[src/rtl/fpu_mul_sig_seq_pkg.sv]
// Shared FP16 definitions for the iterative significand multiplier.
// Holds the fp16_t encoding, the format constants and the FSM state type.
package fpu_mul_sig_seq_pkg;

   localparam int FP16_EXPW    = 5;
   localparam int FP16_FRACW   = 10;
   localparam int FP16_BIAS    = 15;
   localparam int FP16_EXP_MAX = 30;
   localparam int FP16_SIGW    = 11;
   localparam int FP16_PRODW   = 22;

   typedef struct packed {
      logic                  sign;
      logic [FP16_EXPW-1:0]  exp;
      logic [FP16_FRACW-1:0] frac;
   } fp16_t;

   typedef enum logic [1:0] {
      IDLE = 2'd0,
      BUSY = 2'd1,
      DONE = 2'd2
   } fpuMulState_t;

endpackage

[src/rtl/fpu_mul_unpack.sv]
// Combinational FP16 operand unpack.
//   fpuIn     : packed FP16 operand
//   sig       : significand with hidden bit, zero-extended to 12 bits
//   effExp    : effective exponent (subnormals use 1)
//   isZero    : operand is +/-0
//   isSpecial : exponent field is all ones (Inf/NaN encoding)
module fpu_mul_unpack
   import fpu_mul_sig_seq_pkg::*;
(
   input  fp16_t                fpuIn,
   output logic [11:0]          sig,
   output logic [FP16_EXPW-1:0] effExp,
   output logic                 isZero,
   output logic                 isSpecial
);

   logic expIsZero;

   assign expIsZero = (fpuIn.exp == '0);
   // 12 bits rather than 11 so that every legal digit size divides it evenly
   assign sig       = {1'b0, ~expIsZero, fpuIn.frac};
   assign effExp    = expIsZero ? FP16_EXPW'(1) : fpuIn.exp;
   assign isZero    = expIsZero && (fpuIn.frac == '0);
   assign isSpecial = &fpuIn.exp;

endmodule

[src/rtl/fpu_mul_sig_seq.sv]
// Iterative FP16 multiplier front end. Accepts an operand pair on a
// valid/ready handshake, computes sign and clamped exponent at accept, then
// forms the exact 22-bit significand product BPC multiplier bits per cycle.
//   clk, rst_n            : clock, asynchronous active-low reset
//   inValid / inReady     : operand handshake (fpuIn1 multiplicand, fpuIn2 multiplier)
//   outValid / outReady   : product bundle handshake towards the normaliser
//   unnormSign/Int/Frac   : product sign and unnormalised significand (2.20)
//   unnormExp, sticky     : clamped biased exponent, sticky (always 0)
//   expOverflow/Underflow : unclamped exponent above 30 / below 1
//   specialIn             : either operand had an all-ones exponent
module fpu_mul_sig_seq
   import fpu_mul_sig_seq_pkg::*;
#(
   parameter int BPC = 1
) (
   input  logic                 clk,
   input  logic                 rst_n,
   input  logic                 inValid,
   output logic                 inReady,
   input  fp16_t                fpuIn1,
   input  fp16_t                fpuIn2,
   output logic                 outValid,
   input  logic                 outReady,
   output logic                 unnormSign,
   output logic [1:0]           unnormInt,
   output logic [19:0]          unnormFrac,
   output logic [FP16_EXPW-1:0] unnormExp,
   output logic                 sticky,
   output logic                 expOverflow,
   output logic                 expUnderflow,
   output logic                 specialIn
);

   localparam int ITERS = 12 / BPC;
   localparam int ACCW  = 24;

   fpuMulState_t stateReg, stateNext;

   logic [ACCW-1:0]      accReg, mcandReg;
   logic [11:0]          mplierReg;
   logic [3:0]           cntReg;
   logic                 signReg, ovfReg, unfReg, specialReg;
   logic [FP16_EXPW-1:0] expReg;

   logic [11:0]          sig1, sig2;
   logic [FP16_EXPW-1:0] effExp1, effExp2;
   logic                 zero1, zero2, special1, special2;
   logic                 anyZero, accept;
   logic signed [6:0]    expSum;
   logic [FP16_EXPW-1:0] expClamped;
   logic                 expOvf, expUnf;
   logic [ACCW-1:0]      mplierDigit, partial;

   fpu_mul_unpack unpack1 (
      .fpuIn(fpuIn1), .sig(sig1), .effExp(effExp1), .isZero(zero1), .isSpecial(special1)
   );

   fpu_mul_unpack unpack2 (
      .fpuIn(fpuIn2), .sig(sig2), .effExp(effExp2), .isZero(zero2), .isSpecial(special2)
   );

   assign anyZero = zero1 | zero2;

   // Range of expSum is -13..47, so 7 signed bits never wrap.
   assign expSum     = $signed({2'b00, effExp1}) + $signed({2'b00, effExp2}) - 7'sd15;
   assign expOvf     = (expSum > 7'sd30);
   assign expUnf     = (expSum < 7'sd1);
   assign expClamped = expOvf ? FP16_EXPW'(FP16_EXP_MAX) :
                       expUnf ? '0 : expSum[FP16_EXPW-1:0];

   assign mplierDigit = ACCW'(mplierReg[BPC-1:0]);
   assign partial     = mcandReg * mplierDigit;

   // Handshake and next-state logic
   always_comb begin
      stateNext = stateReg;
      inReady   = 1'b0;
      outValid  = 1'b0;
      case (stateReg)
         IDLE: inReady = 1'b1;
         BUSY: inReady = 1'b0;
         DONE: begin
            outValid = 1'b1;
            inReady  = outReady;
         end
         default: inReady = 1'b0;
      endcase
      accept = inValid & inReady;
      case (stateReg)
         IDLE: if (accept) stateNext = anyZero ? DONE : BUSY;
         BUSY: if (cntReg == '0) stateNext = DONE;
         DONE: begin
            if (accept)        stateNext = anyZero ? DONE : BUSY;
            else if (outReady) stateNext = IDLE;
         end
         default: stateNext = IDLE;
      endcase
   end

   always_ff @(posedge clk or negedge rst_n) begin
      if (!rst_n) stateReg <= IDLE;
      else        stateReg <= stateNext;
   end

   // Datapath: everything is captured at accept, then only acc/mcand/mplier
   // move during BUSY, so outputs are naturally stable while DONE holds.
   always_ff @(posedge clk or negedge rst_n) begin
      if (!rst_n) begin
         accReg     <= '0;
         mcandReg   <= '0;
         mplierReg  <= '0;
         cntReg     <= '0;
         signReg    <= 1'b0;
         expReg     <= '0;
         ovfReg     <= 1'b0;
         unfReg     <= 1'b0;
         specialReg <= 1'b0;
      end else if (accept) begin
         accReg     <= '0;
         mcandReg   <= ACCW'(sig1);
         mplierReg  <= sig2;
         cntReg     <= 4'(ITERS - 1);
         signReg    <= fpuIn1.sign ^ fpuIn2.sign;
         specialReg <= special1 | special2;
         expReg     <= anyZero ? '0   : expClamped;
         ovfReg     <= anyZero ? 1'b0 : expOvf;
         unfReg     <= anyZero ? 1'b0 : expUnf;
      end else if (stateReg == BUSY) begin
         accReg    <= accReg + partial;
         mcandReg  <= mcandReg << BPC;
         mplierReg <= mplierReg >> BPC;
         if (cntReg != '0) cntReg <= cntReg - 4'd1;
      end
   end

   assign unnormSign   = signReg;
   assign unnormInt    = accReg[21:20];
   assign unnormFrac   = accReg[19:0];
   assign unnormExp    = expReg;
   assign sticky       = 1'b0;
   assign expOverflow  = ovfReg;
   assign expUnderflow = unfReg;
   assign specialIn    = specialReg;

endmodule

[config.mk]
export PLATFORM = sky130hd
export DESIGN_NAME = fpu_mul_sig_seq
export DESIGN_NICKNAME = d
export VERILOG_FILES = /design/src/rtl/fpu_mul_sig_seq_pkg.sv /design/src/rtl/fpu_mul_unpack.sv /design/src/rtl/fpu_mul_sig_seq.sv
export SDC_FILE = /design/constraint.sdc
export NUM_CORES = 1
export LEC_CHECK = 0
export CORE_UTILIZATION = 30
export DETAILED_ROUTE_END_ITERATION = 10
export HOLD_SLACK_MARGIN = 0.05
export PLACE_DENSITY = 0.56
export SLEW_MARGIN = 20
export SYNTH_ARGS = -nofsm -noshare
export SYNTH_HDL_FRONTEND = slang
export SYNTH_SLANG_ARGS = --single-unit
export TNS_END_PERCENT = 5
[constraint.sdc]
create_clock -name clk -period 3 [get_ports clk]
set_clock_uncertainty 0.05 [all_clocks]
set_input_delay 0.3 -clock clk [delete_from_list [all_inputs] [get_ports clk]]
set_output_delay 0.3 -clock clk [all_outputs]
set_load 0.01 [all_outputs]
# After elaboration in Yosys (flattened, before gate mapping)
# Cells that the tools add are included.
totals:
  mem_count: 0
  romBits: 0
  ram_bits: 0
  out_inout_bits: 34
  regBits: 75
  latchBits: 0
op_classes:
  reduce_logical: 15
  n_mux: 24
  n_bitwise: 6
  n_eq_ne: 5
  div_mod_pow: 0
  addsub: 4
  n_mul: 1
  order_cmp: 2
  n_shift: 0
ops:
  columns: ["operator", "count"]
  rows:
  - ["24-bit 2-to-1 mux", 4]
  - ["5-bit 2-to-1 mux", 5]
  - ["24-bit adder", 1]
  - ["24-bit by 1-bit multiplier with 24-bit output", 1]
  - ["12-bit 2-to-1 mux", 2]
  - ["10-bit logical NOT", 2]
  - ["4-bit 2-to-1 mux", 3]
  - ["5-bit logical NOT", 2]
  - ["2-bit 2-to-1 mux", 5]
  - ["5-bit AND reduction", 2]
  - ["7-bit by 6-bit > comparator with 1-bit output, second input constant", 1]
  - ["7-bit by 2-bit < comparator with 1-bit output, second input constant", 1]
  - ["6-bit by 4-bit subtractor with 7-bit output, second input constant", 1]
  - ["5-bit by 5-bit adder with 6-bit output", 1]
  - ["2-bit case mux with 3 select lines", 1]
  - ["4-bit logical NOT", 1]
  - ["2-bit != test, second input constant", 2]
  - ["2-bit nonzero test", 2]
  - ["4-bit nonzero test", 1]
  - ["4-bit by 1-bit subtractor with 4-bit output, second input constant", 1]
  - ["1-bit 2-to-1 mux", 3]
  - ["3-bit != test, second input constant", 1]
  - ["3-bit AND reduction", 1]
  - ["2-bit by 1-bit == test with 1-bit output, second input constant", 1]
  - ["other kinds (9)", 12]

# Logic depth before layout (Yosys ltp)
# Gate-level depths: netlist (run 1).
logic_depth:
  ltp_word: 8
  mapped_depth: 15
  depth_no_buf: 15

# Hierarchy
# Synthesis (run 1) repeated with hierarchy kept, for this count alone.
hier_totals:
  hier_cells: 555
  area_unflattened_um2: 4672.0
by_module_without_submodules:
  columns: ["mod", "area_per_inst_um2", "seq_area_each_um2", "instances", "cells_per_inst"]
  rows:
  - ["fpu_mul_sig_seq", 4319.1, 1776.7, 1, 501]
  - ["fpu_mul_unpack", 176.4, 0.0, 2, 27]

# Worst setup path after synthesis (run 1)
# Ideal clock, no wire load.
synth_timing:
  kind: "input port to flip-flop"
  from: "input fpuIn1[13] (netlist name)"
  to: "register unfReg, in the netlist expUnderflow"
  required_time_ns: 2.823
  slack_ns: 0.206
  cell_stages: 15
  arrival_time_ns: 2.617
  setup_time_ns: 0.127
  cell_sequence: "or4_1 > nor2_1 > nor2_1 > ha_1 > inv_1 > ha_1 > inv_1 > fa_1 > inv_1 > a21o_1 > a21oi_1 > xnor2_1 > nor2_1 > a21boi_0 > o21ai_0"
synth_via:
  elab_chain_len: 6
  elab_cells_between_ends: 8
synth_lines:
  columns: ["element", "line_no", "rtl"]
  rows:
  - ["from (decl)", "fpu_mul_sig_seq.sv:20", "input fp16_t fpuIn1,"]
  - ["5-bit logical NOT", "fpu_mul_unpack.sv:19", "assign expIsZero = (fpuIn.exp == '0);"]
  - ["5-bit 2-to-1 mux", "fpu_mul_unpack.sv:22", "assign effExp = expIsZero ? FP16_EXPW'(1) : fpuIn.exp;"]
  - ["5-bit by 5-bit adder with 6-bit output", "fpu_mul_sig_seq.sv:65", "assign expSum = $signed({2'b00, effExp1}) + $signed({2'b00, effExp2}) - 7'sd15;"]
  - ["6-bit by 4-bit subtractor with 7-bit output", "fpu_mul_sig_seq.sv:65", null]
  - ["7-bit by 2-bit < comparator with 1-bit output", "fpu_mul_sig_seq.sv:67", "assign expUnf = (expSum < 7'sd1);"]
  - ["1-bit 2-to-1 mux *", "fpu_mul_sig_seq.sv:127", "unfReg <= anyZero ? 1'b0 : expUnf;"]
  - ["to (signal assigned)", "fpu_mul_sig_seq.sv:127", null]
  - ["to (decl)", "fpu_mul_sig_seq.sv:42", "logic signReg, ovfReg, unfReg, specialReg;"]
# Every way passes the cells marked *; elsewhere a longest branch is shown, timed or not.
# A chain may end at the register's enable or synchronous reset.

# Worst setup path in the final report (run 1)
layout_timing:
  from: "input fpuIn1[10] (netlist name)"
  to: "register expReg[1], in the netlist unnormExp[1]"
layout_via:
  elab_chain_len: 8
  elab_cells_between_ends: 11
layout_lines:
  columns: ["element", "line_no", "rtl"]
  rows:
  - ["5-bit logical NOT", "fpu_mul_unpack.sv:19", null]
  - ["5-bit 2-to-1 mux", "fpu_mul_unpack.sv:22", null]
  - ["5-bit by 5-bit adder with 6-bit output", "fpu_mul_sig_seq.sv:65", null]
  - ["6-bit by 4-bit subtractor with 7-bit output", "fpu_mul_sig_seq.sv:65", null]
  - ["7-bit by 2-bit < comparator with 1-bit output", "fpu_mul_sig_seq.sv:67", null]
  - ["5-bit 2-to-1 mux", "fpu_mul_sig_seq.sv:69", "expUnf ? '0 : expSum[FP16_EXPW-1:0];"]
  - ["5-bit 2-to-1 mux", "fpu_mul_sig_seq.sv:68", "assign expClamped = expOvf ? FP16_EXPW'(FP16_EXP_MAX) :"]
  - ["5-bit 2-to-1 mux *", "fpu_mul_sig_seq.sv:125", "expReg <= anyZero ? '0 : expClamped;"]
  - ["to (signal assigned)", "fpu_mul_sig_seq.sv:125", null]
  - ["to (decl)", "fpu_mul_sig_seq.sv:43", "logic [FP16_EXPW-1:0] expReg;"]
# Marks and branches as above.

==> out/metrics.sh, run 1 <==
ROUTED_WL_UM=11590
AVGSYNTHCELLAREA_SQ_UM=8.664
N_ANTENNA_CELL=0
P_INT_mW=3.208
PORTBUFFERS=68
IOS=70
COMBPWRFRAC_PCT=48.3
R2R.WORST_PATH.CELLS=10
SYNTH_WARN=0
FLOORPLAN.ROWS=44
DETAILED_PLACE.AREA_SQ_UM=5415
MULTIINPUTGATEAREA_SQ_UM=2507
AREA_OF_THE_DIE_SQ_UM=15360
FINAL-SEQ-AREA_SQ_UM=1753
TOP_REG_CELL_SYNTH='sky130_fd_sc_hd__dfrtp_1'
AVGROUTEDWIREPERCELL_UM=14.83
CTS-ROOT-BUF='sky130_fd_sc_hd__clkbuf_16'
DRT.ANTENNA.VIOLATING_NETS=0
CLOCK_SINKS=70
GRT_FIRST_PASS_WIRELENGTH_UM=19230
HOLD_PATH.CLASS='reg -> reg'
DIE_HEIGHT_UM=124.0
DRC=0
CRITPATHLAUNCHTYPE='input pin'
PLACED_CELLS_INCL_TAPS=763
MAXCAPVIOLATIONS=0
SYNTH.LIB_CELLS_USED.DISTINCT=58
CRIT_PATH_MAX_FANOUT=3
MAX-VDD-IR-DROP_mV=0.3660
SYNTHESIZED_CELL_AREA_SQ_UM=4462
CTS_MADE_BUFFERS=9
MAX_FREQ_MHz=348.8
ARRIVAL_NS=3.06
SLEW-LIMIT-HEADROOM_PCT=46.32
SEQPWRFRAC_PCT=31.5
DESIGN.FINAL.NETS=661
TIMING.RR.END='accReg[21]'
CRIT-REG2REG-LAUNCH='mplierReg[0]'
STATUS='finished clean'
SYNTHESIS.NETS=584
CP-END-KIND='flip-flop'
REG2REG_SETUP_SLACK_NS=0.25
TYPE_OF_THE_WORST_SETUP_PATH='in -> reg'
TOTALPOWERFINAL_mW=5.348
FINAL_CORE_DENSITY_PCT=39.55
VIAS=3887
MAXIMUM_NUMBER_OF_PINS_ON_ONE_NET_BEFORE_GLOBAL_ROUTE_REPAIR=45
POWER-PER-CELL-AREA_nW_PER_UM2=930.4
POST_ROUTE_CELLS_DRIVE_ABOVE_1_SHARE_PCT=10.72
GATE_COUNT_OF_THE_MAPPED_NETLIST=515
P_LEAK_nW=2.648
GRT_OVERFLOW_TOTAL=0
DIEWIDTH_UM=124.0
ROUTED_VIA_DENSITY=4.977
NETLIST_TOP_CELLS_COUNT='sky130_fd_sc_hd__nand2_1 (104), sky130_fd_sc_hd__dfrtp_1 (70), sky130_fd_sc_hd__o21ai_0 (40)'
DETAILEDPLACEMENTHPWL_UM=8680
POWER.SHARE.CLOCK_PCT=20.2
WORST_SKEW_PAIR.LATE_LATENCY_NS=0.33
DRT_ITER0_DRC=259
CLK_TRANSITION_REPORTED_PATHS_NS=0.05
POST_SYNTH_MAIN_AREA_CONTRIBUTORS='sky130_fd_sc_hd__dfrtp_1 (39%), sky130_fd_sc_hd__nand2_1 (8.7%), sky130_fd_sc_hd__ha_1 (8.7%), sky130_fd_sc_hd__o21ai_0 (4.5%), sky130_fd_sc_hd__and2_1 (3.1%)'
ASYNC_RESET_FF_SHARE_PCT=100.0
YOSYSSEQAREASHARE_PCT=39.26
STARTPOINT='fpuIn1[10]'
YOSYS.CELL_COUNT.TOP_TYPE='sky130_fd_sc_hd__nand2_1'
SETUP-VIOLATIONS-FINAL=0
INITIAL_ANTENNA_VIOLATION_COUNT=0
FINISH.CELL_COUNT_WITHOUT_FILLERS=781
WORSTMARGINPINSLEW_NS=0.8052
SYNTH_LARGEST_TYPE_AREA_FRACTION_PCT=39.26
CTS_TREE='built'
FINAL_DESIGN_AREA_NO_FILL_SQ_UM=5748
CRITPATHREQUIREDTIME_NS=3.19
FINAL-HOLD-VIOLATION-COUNT=0
SYNTH.FF_LATCH_COUNT=70
PLACE_CONGESTION=0.8666
SETUP_SLACK_NS=0.1334
FILLERINSTANCES=1475
GRTUSAGETOTAL_PCT=16.30
CLOCK_PATH_BUFFERS=2
SYNTH_EDF_COUNT=0
INITIAL_CORE_UTIL_PCT=30.70
HTREEDEPTH=3
PRE_CTS_WS_NS=-0.3326
POWER.SWITCHING_FRACTION_PCT=40.02
AREA.GROWTH.SYNTH_TO_FINAL_PCT=28.83
FINAL.MIN_CLOCK_PERIOD_NS=2.867
NUMBER_OF_GLOBAL_ROUTE_VIAS_BEFORE_REPAIR=3879
NET-SWITCHING-POWER_mW=2.140
RSZ0062_AT_GRT='yes'
CELL_ACCOUNTING_FOR_THE_MOST_SYNTHESIZED_AREA='sky130_fd_sc_hd__dfrtp_1'
TIMING.CRITICAL_PATH.TO='unnormExp[1]'
MAXSLEWVIOLCOUNT=0
CORE_REGION_AREA_SQ_UM=14530
DRT_PRE_ANTENNA_ITERS=5
POST-ROUTE-PERIOD-UTIL_PCT=95.55
## worst max-delay path, stage by stage
cell and delay, ns:
sky130_fd_sc_hd__clkdlybuf4s50_1 0.41, sky130_fd_sc_hd__or4_1 0.54, sky130_fd_sc_hd__nor2_2 0.14, sky130_fd_sc_hd__nor2_1 0.05, sky130_fd_sc_hd__ha_1 0.18, sky130_fd_sc_hd__inv_1 0.05, sky130_fd_sc_hd__ha_1 0.15, sky130_fd_sc_hd__inv_1 0.06
sky130_fd_sc_hd__fa_2 0.33, sky130_fd_sc_hd__inv_1 0.06, sky130_fd_sc_hd__a21o_1 0.11, sky130_fd_sc_hd__a21oi_1 0.07, sky130_fd_sc_hd__xnor2_1 0.25, sky130_fd_sc_hd__buf_4 0.17, sky130_fd_sc_hd__nor2_1 0.03, sky130_fd_sc_hd__o21ai_0 0.14
## metal layers
layer | vias up | track usage [%] | share of wire [%]
li1 | 1942 | - | -
met1 | 1848 | 21.40 | 47
met2 | 93 | 26.63 | 47
met3 | 4 | 4.350 | 5.5
met4 | 0 | 3.869 | 0.67
met5 | - | 0 | 0
## power by group through the flow
stage | Sequential (mW) | Clock [mW] | Combinational [mW]
2_1_floorplan | 1.66 | 0 | 1.68
3_3_place_gp | 1.69 | 0 | 2.53
3_5_place_dp | 1.70 | 0 | 2.59
4_1_cts | 1.69 | 1.12 | 2.60
5_1_grt | 1.75 | 1.16 | 2.92
6_report | 1.69 | 1.08 | 2.58
## registers in the layout (all words and copies together), names as in the netlist
name	flops
stateReg	2
cntReg	4
expOverflow	1
mplierReg	11
expUnderflow	1
specialIn	1
accReg	22
unnormExp	5
mcandReg	22
unnormSign	1
## kinds of logic (layout without fill, tap and decap cells)
kind of cell	count (synthesis)	count (layout)	share of synthesized area (%)
xor+xnor	22	22	4.318
compound gates	137	137	20.08
simple gates	204	204	21.73
flops	70	70	39.26
other cells	1	1	0.08405
buf+inv	48	130	4.935
fa+ha+maj	33	33	9.591
## final cells by class
| type | count | share of cell area [%] |
|---|---|---|
| Sequential cell | 70 | 30.50 |
| Clock inverter | 4 | 0.7836 |
| Clock buffer | 12 | 4.462 |
| Multi-Input combinational cell | 397 | 43.62 |
| Tap cell | 184 | 4.005 |
| Inverter | 18 | 1.175 |
| Timing Repair Buffer | 96 | 15.45 |
## worst min-delay path by stage
stage                            start      endpoint  cells past startpoint
after floorplan                  rst_n     accReg[0]                      0
after global placement           rst_n     accReg[5]                      1
after detailed placement         rst_n     accReg[5]                      1
after CTS                 mplierReg[1]  mplierReg[1]                      2
after global routing      mplierReg[1]  mplierReg[1]                      2
final                     mplierReg[1]  mplierReg[1]                      2
## through the flow
stage	TNS (ns)	hold WS, ns
finish	0	0.4287
global route	-0.08907	0.4585
CTS	0	0.4286
detailed placement	-1.879	0.3886
global placement	-1.021	0.3770
floorplan	0	-0.04559
## what timing repair did
item | CTS | global route
setup buffers | 0 | 1
hold buffers | 1 | 0
setup endpoints to repair | 0 | 8
gates resized for setup | 0 | 9
endpoints found under the hold margin | 31 | 0
## layout by cell type (no fill, tap or decap), types with 2 or more instances in the layout
master / netlist / final
sky130_fd_sc_hd__a211oi_1: 3 / 3
sky130_fd_sc_hd__a21boi_1: 1 / 2
sky130_fd_sc_hd__a21o_1: 10 / 10
sky130_fd_sc_hd__a21oi_1: 22 / 22
sky130_fd_sc_hd__a21oi_2: 2 / 2
sky130_fd_sc_hd__a221o_1: 3 / 3
sky130_fd_sc_hd__a22o_1: 2 / 2
sky130_fd_sc_hd__a22oi_1: 15 / 15
sky130_fd_sc_hd__a31o_2: 2 / 2
sky130_fd_sc_hd__a31oi_1: 8 / 8
sky130_fd_sc_hd__and2_1: 22 / 22
sky130_fd_sc_hd__and3_1: 4 / 4
sky130_fd_sc_hd__and3_4: 2 / 2
sky130_fd_sc_hd__buf_4: 1 / 27
sky130_fd_sc_hd__clkbuf_16: 0 / 9
sky130_fd_sc_hd__clkbuf_8: 2 / 2
sky130_fd_sc_hd__clkdlybuf4s50_1: 0 / 67
sky130_fd_sc_hd__clkinv_2: 0 / 3
sky130_fd_sc_hd__dfrtp_1: 70 / 69
sky130_fd_sc_hd__ha_1: 31 / 31
sky130_fd_sc_hd__inv_1: 18 / 18
sky130_fd_sc_hd__nand2_1: 104 / 104
sky130_fd_sc_hd__nand2b_1: 4 / 4
sky130_fd_sc_hd__nand3_1: 13 / 13
sky130_fd_sc_hd__nand4_1: 3 / 3
sky130_fd_sc_hd__nor2_1: 27 / 24
sky130_fd_sc_hd__nor2_2: 0 / 3
sky130_fd_sc_hd__nor2b_1: 5 / 4
sky130_fd_sc_hd__nor3_1: 4 / 4
sky130_fd_sc_hd__nor4_1: 5 / 5
sky130_fd_sc_hd__o21a_1: 7 / 7
sky130_fd_sc_hd__o21ai_0: 40 / 37
sky130_fd_sc_hd__o21ai_1: 6 / 9
sky130_fd_sc_hd__o21bai_1: 2 / 2
sky130_fd_sc_hd__o31ai_1: 4 / 3
sky130_fd_sc_hd__o31ai_2: 1 / 2
sky130_fd_sc_hd__or4_1: 2 / 2
sky130_fd_sc_hd__xnor2_1: 10 / 10
sky130_fd_sc_hd__xor2_1: 12 / 12
(Power assumes the default switching activity.)
==> run 2, diff against run 1 <==
Settings changed: CAP_MARGIN from default to 30, CORE_UTILIZATION 30 to 35, GPL_ROUTABILITY_DRIVEN from default to 0, PLACE_DENSITY 0.56 to 0.62.
==> run 2 against run 1 <==
Compared with the run above: highest routed layer unchanged; largest cell class unchanged; clock-buffer cell count down 2; clock power up 24%; combinational power decreased by 2%; sequential share of layout area fell by 0.11 points; worst setup slack worse by 0.035 ns; critical endpoint is now expUnderflow; routed wire length is 3.3% lower; maximum frequency is 1.2% lower.
==> out/metrics.sh, run 2 (same netlist as run 1, synthesis figures left out) <==
WORSTMARGINPINSLEW_NS=0.5963
DIEWIDTH_UM=114.9
RSZ0062_AT_GRT='yes'
GRT_FIRST_PASS_WIRELENGTH_UM=18630
MAXCAPVIOLATIONS=0
ROUTED_VIA_DENSITY=5.175
ROUTED_WL_UM=11200
DIE_HEIGHT_UM=114.9
MOST-COMMON-LAYOUT-CELLS='sky130_fd_sc_hd__nand2_1 (104), sky130_fd_sc_hd__dfrtp_1 (69), sky130_fd_sc_hd__clkdlybuf4s50_1 (67), sky130_fd_sc_hd__o21ai_0 (37), sky130_fd_sc_hd__ha_1 (30)'
N_ANTENNA_CELL=0
VIAS=3933
DETAILED_PLACE.AREA_SQ_UM=5358
POST-ROUTE-PERIOD-UTIL_PCT=96.71
CRITPATHREQUIREDTIME_NS=3.17
NET-SWITCHING-POWER_mW=2.165
LAYOUT_TOP_REGISTERS='accReg x22, mcandReg x22, mplierReg x11'
MAX_FREQ_MHz=344.7
DRT_ITER0_DRC=171
CRITPATHLAUNCHTYPE='input pin'
POWER.SWITCHING_FRACTION_PCT=38.89
DETAILEDPLACEMENTHPWL_UM=8249
CLK_TRANSITION_REPORTED_PATHS_NS=0.06
AVGROUTEDWIREPERCELL_UM=14.74
POST_ROUTE_CELLS_DRIVE_ABOVE_1_SHARE_PCT=10.64
MAXSLEWVIOLCOUNT=0
TYPE_OF_THE_WORST_SETUP_PATH='in -> reg'
CTS_MADE_BUFFERS=9
COMBPWRFRAC_PCT=45.5
DESIGN.FINAL.NETS=656
FINAL_CORE_DENSITY_PCT=47.24
CLOCK_PATH_BUFFERS=2
FILLERINSTANCES=1209
MAXIMUM_NUMBER_OF_PINS_ON_ONE_NET_BEFORE_GLOBAL_ROUTE_REPAIR=45
FINAL.MIN_CLOCK_PERIOD_NS=2.901
POWER-PER-CELL-AREA_nW_PER_UM2=965.0
MULTIINPUTGATEAREA_SQ_UM=2516
GRT_OVERFLOW_TOTAL=0
FLOORPLAN.ROWS=40
FINAL-HOLD-VIOLATION-COUNT=0
HTREEDEPTH=3
DRC=0
SEQPWRFRAC_PCT=30.5
STATUS='finished clean'
POWER.SHARE.CLOCK_PCT=24.0
FINAL-SEQ-AREA_SQ_UM=1753
INITIAL_CORE_UTIL_PCT=36.54
GRTUSAGETOTAL_PCT=18.14
FINAL_DESIGN_AREA_NO_FILL_SQ_UM=5769
SETUP-VIOLATIONS-FINAL=0
NUMBER_OF_GLOBAL_ROUTE_VIAS_BEFORE_REPAIR=3910
MAX-VDD-IR-DROP_mV=0.4486
P_INT_mW=3.402
DRT.ANTENNA.VIOLATING_NETS=0
CRIT_PATH_MAX_FANOUT=3
CP-END-KIND='flip-flop'
LAYOUT.CELLS.MOST_COMMON='sky130_fd_sc_hd__nand2_1'
AREA.GROWTH.SYNTH_TO_FINAL_PCT=29.30
CLOCK_SINKS=70
AREA_OF_THE_DIE_SQ_UM=13200
PORTBUFFERS=68
WORST_SKEW_PAIR.LATE_LATENCY_NS=0.34
CORE_REGION_AREA_SQ_UM=12210
CTS_TREE='built'
HOLD_PATH.CLASS='in -> async'
SLEW-LIMIT-HEADROOM_PCT=60.20
P_LEAK_nW=2.650
CTS-ROOT-BUF='sky130_fd_sc_hd__clkbuf_16'
IOS=70
INITIAL_ANTENNA_VIOLATION_COUNT=0
ARRIVAL_NS=3.07
DRT_PRE_ANTENNA_ITERS=4
## run 2: changes by cell type in the layout (fill, tap and decap cells not counted), sizes merged
cell      delta
clkinv       -2
bufinv       +3
clkbuf       -2
clkinvlp     +1
buf          -5
## run 2: layout make-up
| type | count | share of cell area [%] |
|---|---|---|
| Multi-Input combinational cell | 397 | 43.61 |
| Sequential cell | 70 | 30.38 |
| Timing Repair Buffer | 91 | 14.75 |
| Clock buffer | 10 | 4.142 |
| Tap cell | 168 | 3.643 |
| Clock inverter | 6 | 2.299 |
| Inverter | 18 | 1.171 |
## run 2: repair_timing
item | 4_1_cts | 5_1_grt
setup endpoints to repair | 1 | 9
pin swaps | 0 | 7
endpoints found under the hold margin | 18 | 0
buffers inserted | 0 | 1
resized for setup | 1 | 11
hold buffers | 1 | 0
## run 2: metal layers
layer  up-vias  share of wire (%)  global-route usage, %
li1       1937                  -                      -
met1      1864                 45                  22.43
met2       116                 47                  30.48
met3        16                5.8                  4.375
met4         0                1.9                  7.186
met5         -                  0                      0
## run 2: path summary, 6_finish.rpt
path / from / end / slack, ns / cells after the start
worst min-delay path: rst_n / accReg[4] / 0.41 / 2
worst min register to register: mplierReg[3] / mplierReg[3] / 0.43 / 2
worst max-delay path: fpuIn1[13] / expUnderflow / 0.1 / 16
max in group asynchronous: rst_n / mplierReg[0] / 1.73 / 3
worst max register to register: mplierReg[0] / accReg[20] / 0.22 / 11
min in group clk: mplierReg[3] / mplierReg[3] / 0.43 / 2
## run 2: power groups by stage
stage | combinational (mW) | clock (mW) | sequential, mW
2_1_floorplan | 1.68 | 0 | 1.66
3_3_place_gp | 2.47 | 0 | 1.69
3_5_place_dp | 2.52 | 0 | 1.70
4_1_cts | 2.54 | 1.36 | 1.70
5_1_grt | 2.84 | 1.40 | 1.75
6_report | 2.53 | 1.34 | 1.70
## run 2: stage by stage
stage / power, mW / std cells / setup slack (ns) / setup TNS, ns / hold slack, ns
after floorplan: 3.347 / 515 / 0.2056 / 0 / -0.04559
after global placement: 4.158 / 742 / -0.1980 / -1.042 / 0.2263
after detailed placement: 4.223 / 742 / -0.3463 / -2.124 / 0.2296
after CTS: 5.597 / 759 / 0.01876 / 0 / 0.4209
after global routing: 5.987 / 760 / -0.07465 / -0.1314 / 0.4487
final: 5.567 / 760 / 0.09870 / 0 / 0.4055
## run 2: worst max-delay path: stages
cell and delay, ns:
sky130_fd_sc_hd__clkdlybuf4s50_1 0.41, sky130_fd_sc_hd__or4_1 0.54, sky130_fd_sc_hd__nor2_2 0.16, sky130_fd_sc_hd__nor2_2 0.05, sky130_fd_sc_hd__ha_1 0.19, sky130_fd_sc_hd__inv_1 0.06
sky130_fd_sc_hd__ha_2 0.17, sky130_fd_sc_hd__inv_1 0.05, sky130_fd_sc_hd__fa_2 0.33, sky130_fd_sc_hd__inv_1 0.07, sky130_fd_sc_hd__a21o_1 0.11, sky130_fd_sc_hd__a21oi_1 0.07
sky130_fd_sc_hd__xnor2_1 0.25, sky130_fd_sc_hd__nor2_1 0.08, sky130_fd_sc_hd__a21boi_1 0.15, sky130_fd_sc_hd__o21ai_1 0.07
==> run 3, diff against run 2 <==
Settings changed: CORE_MARGIN from default to 1.
==> results of run 3 <==
No change in the layout: final DEF, timing and power equal those of run 2.
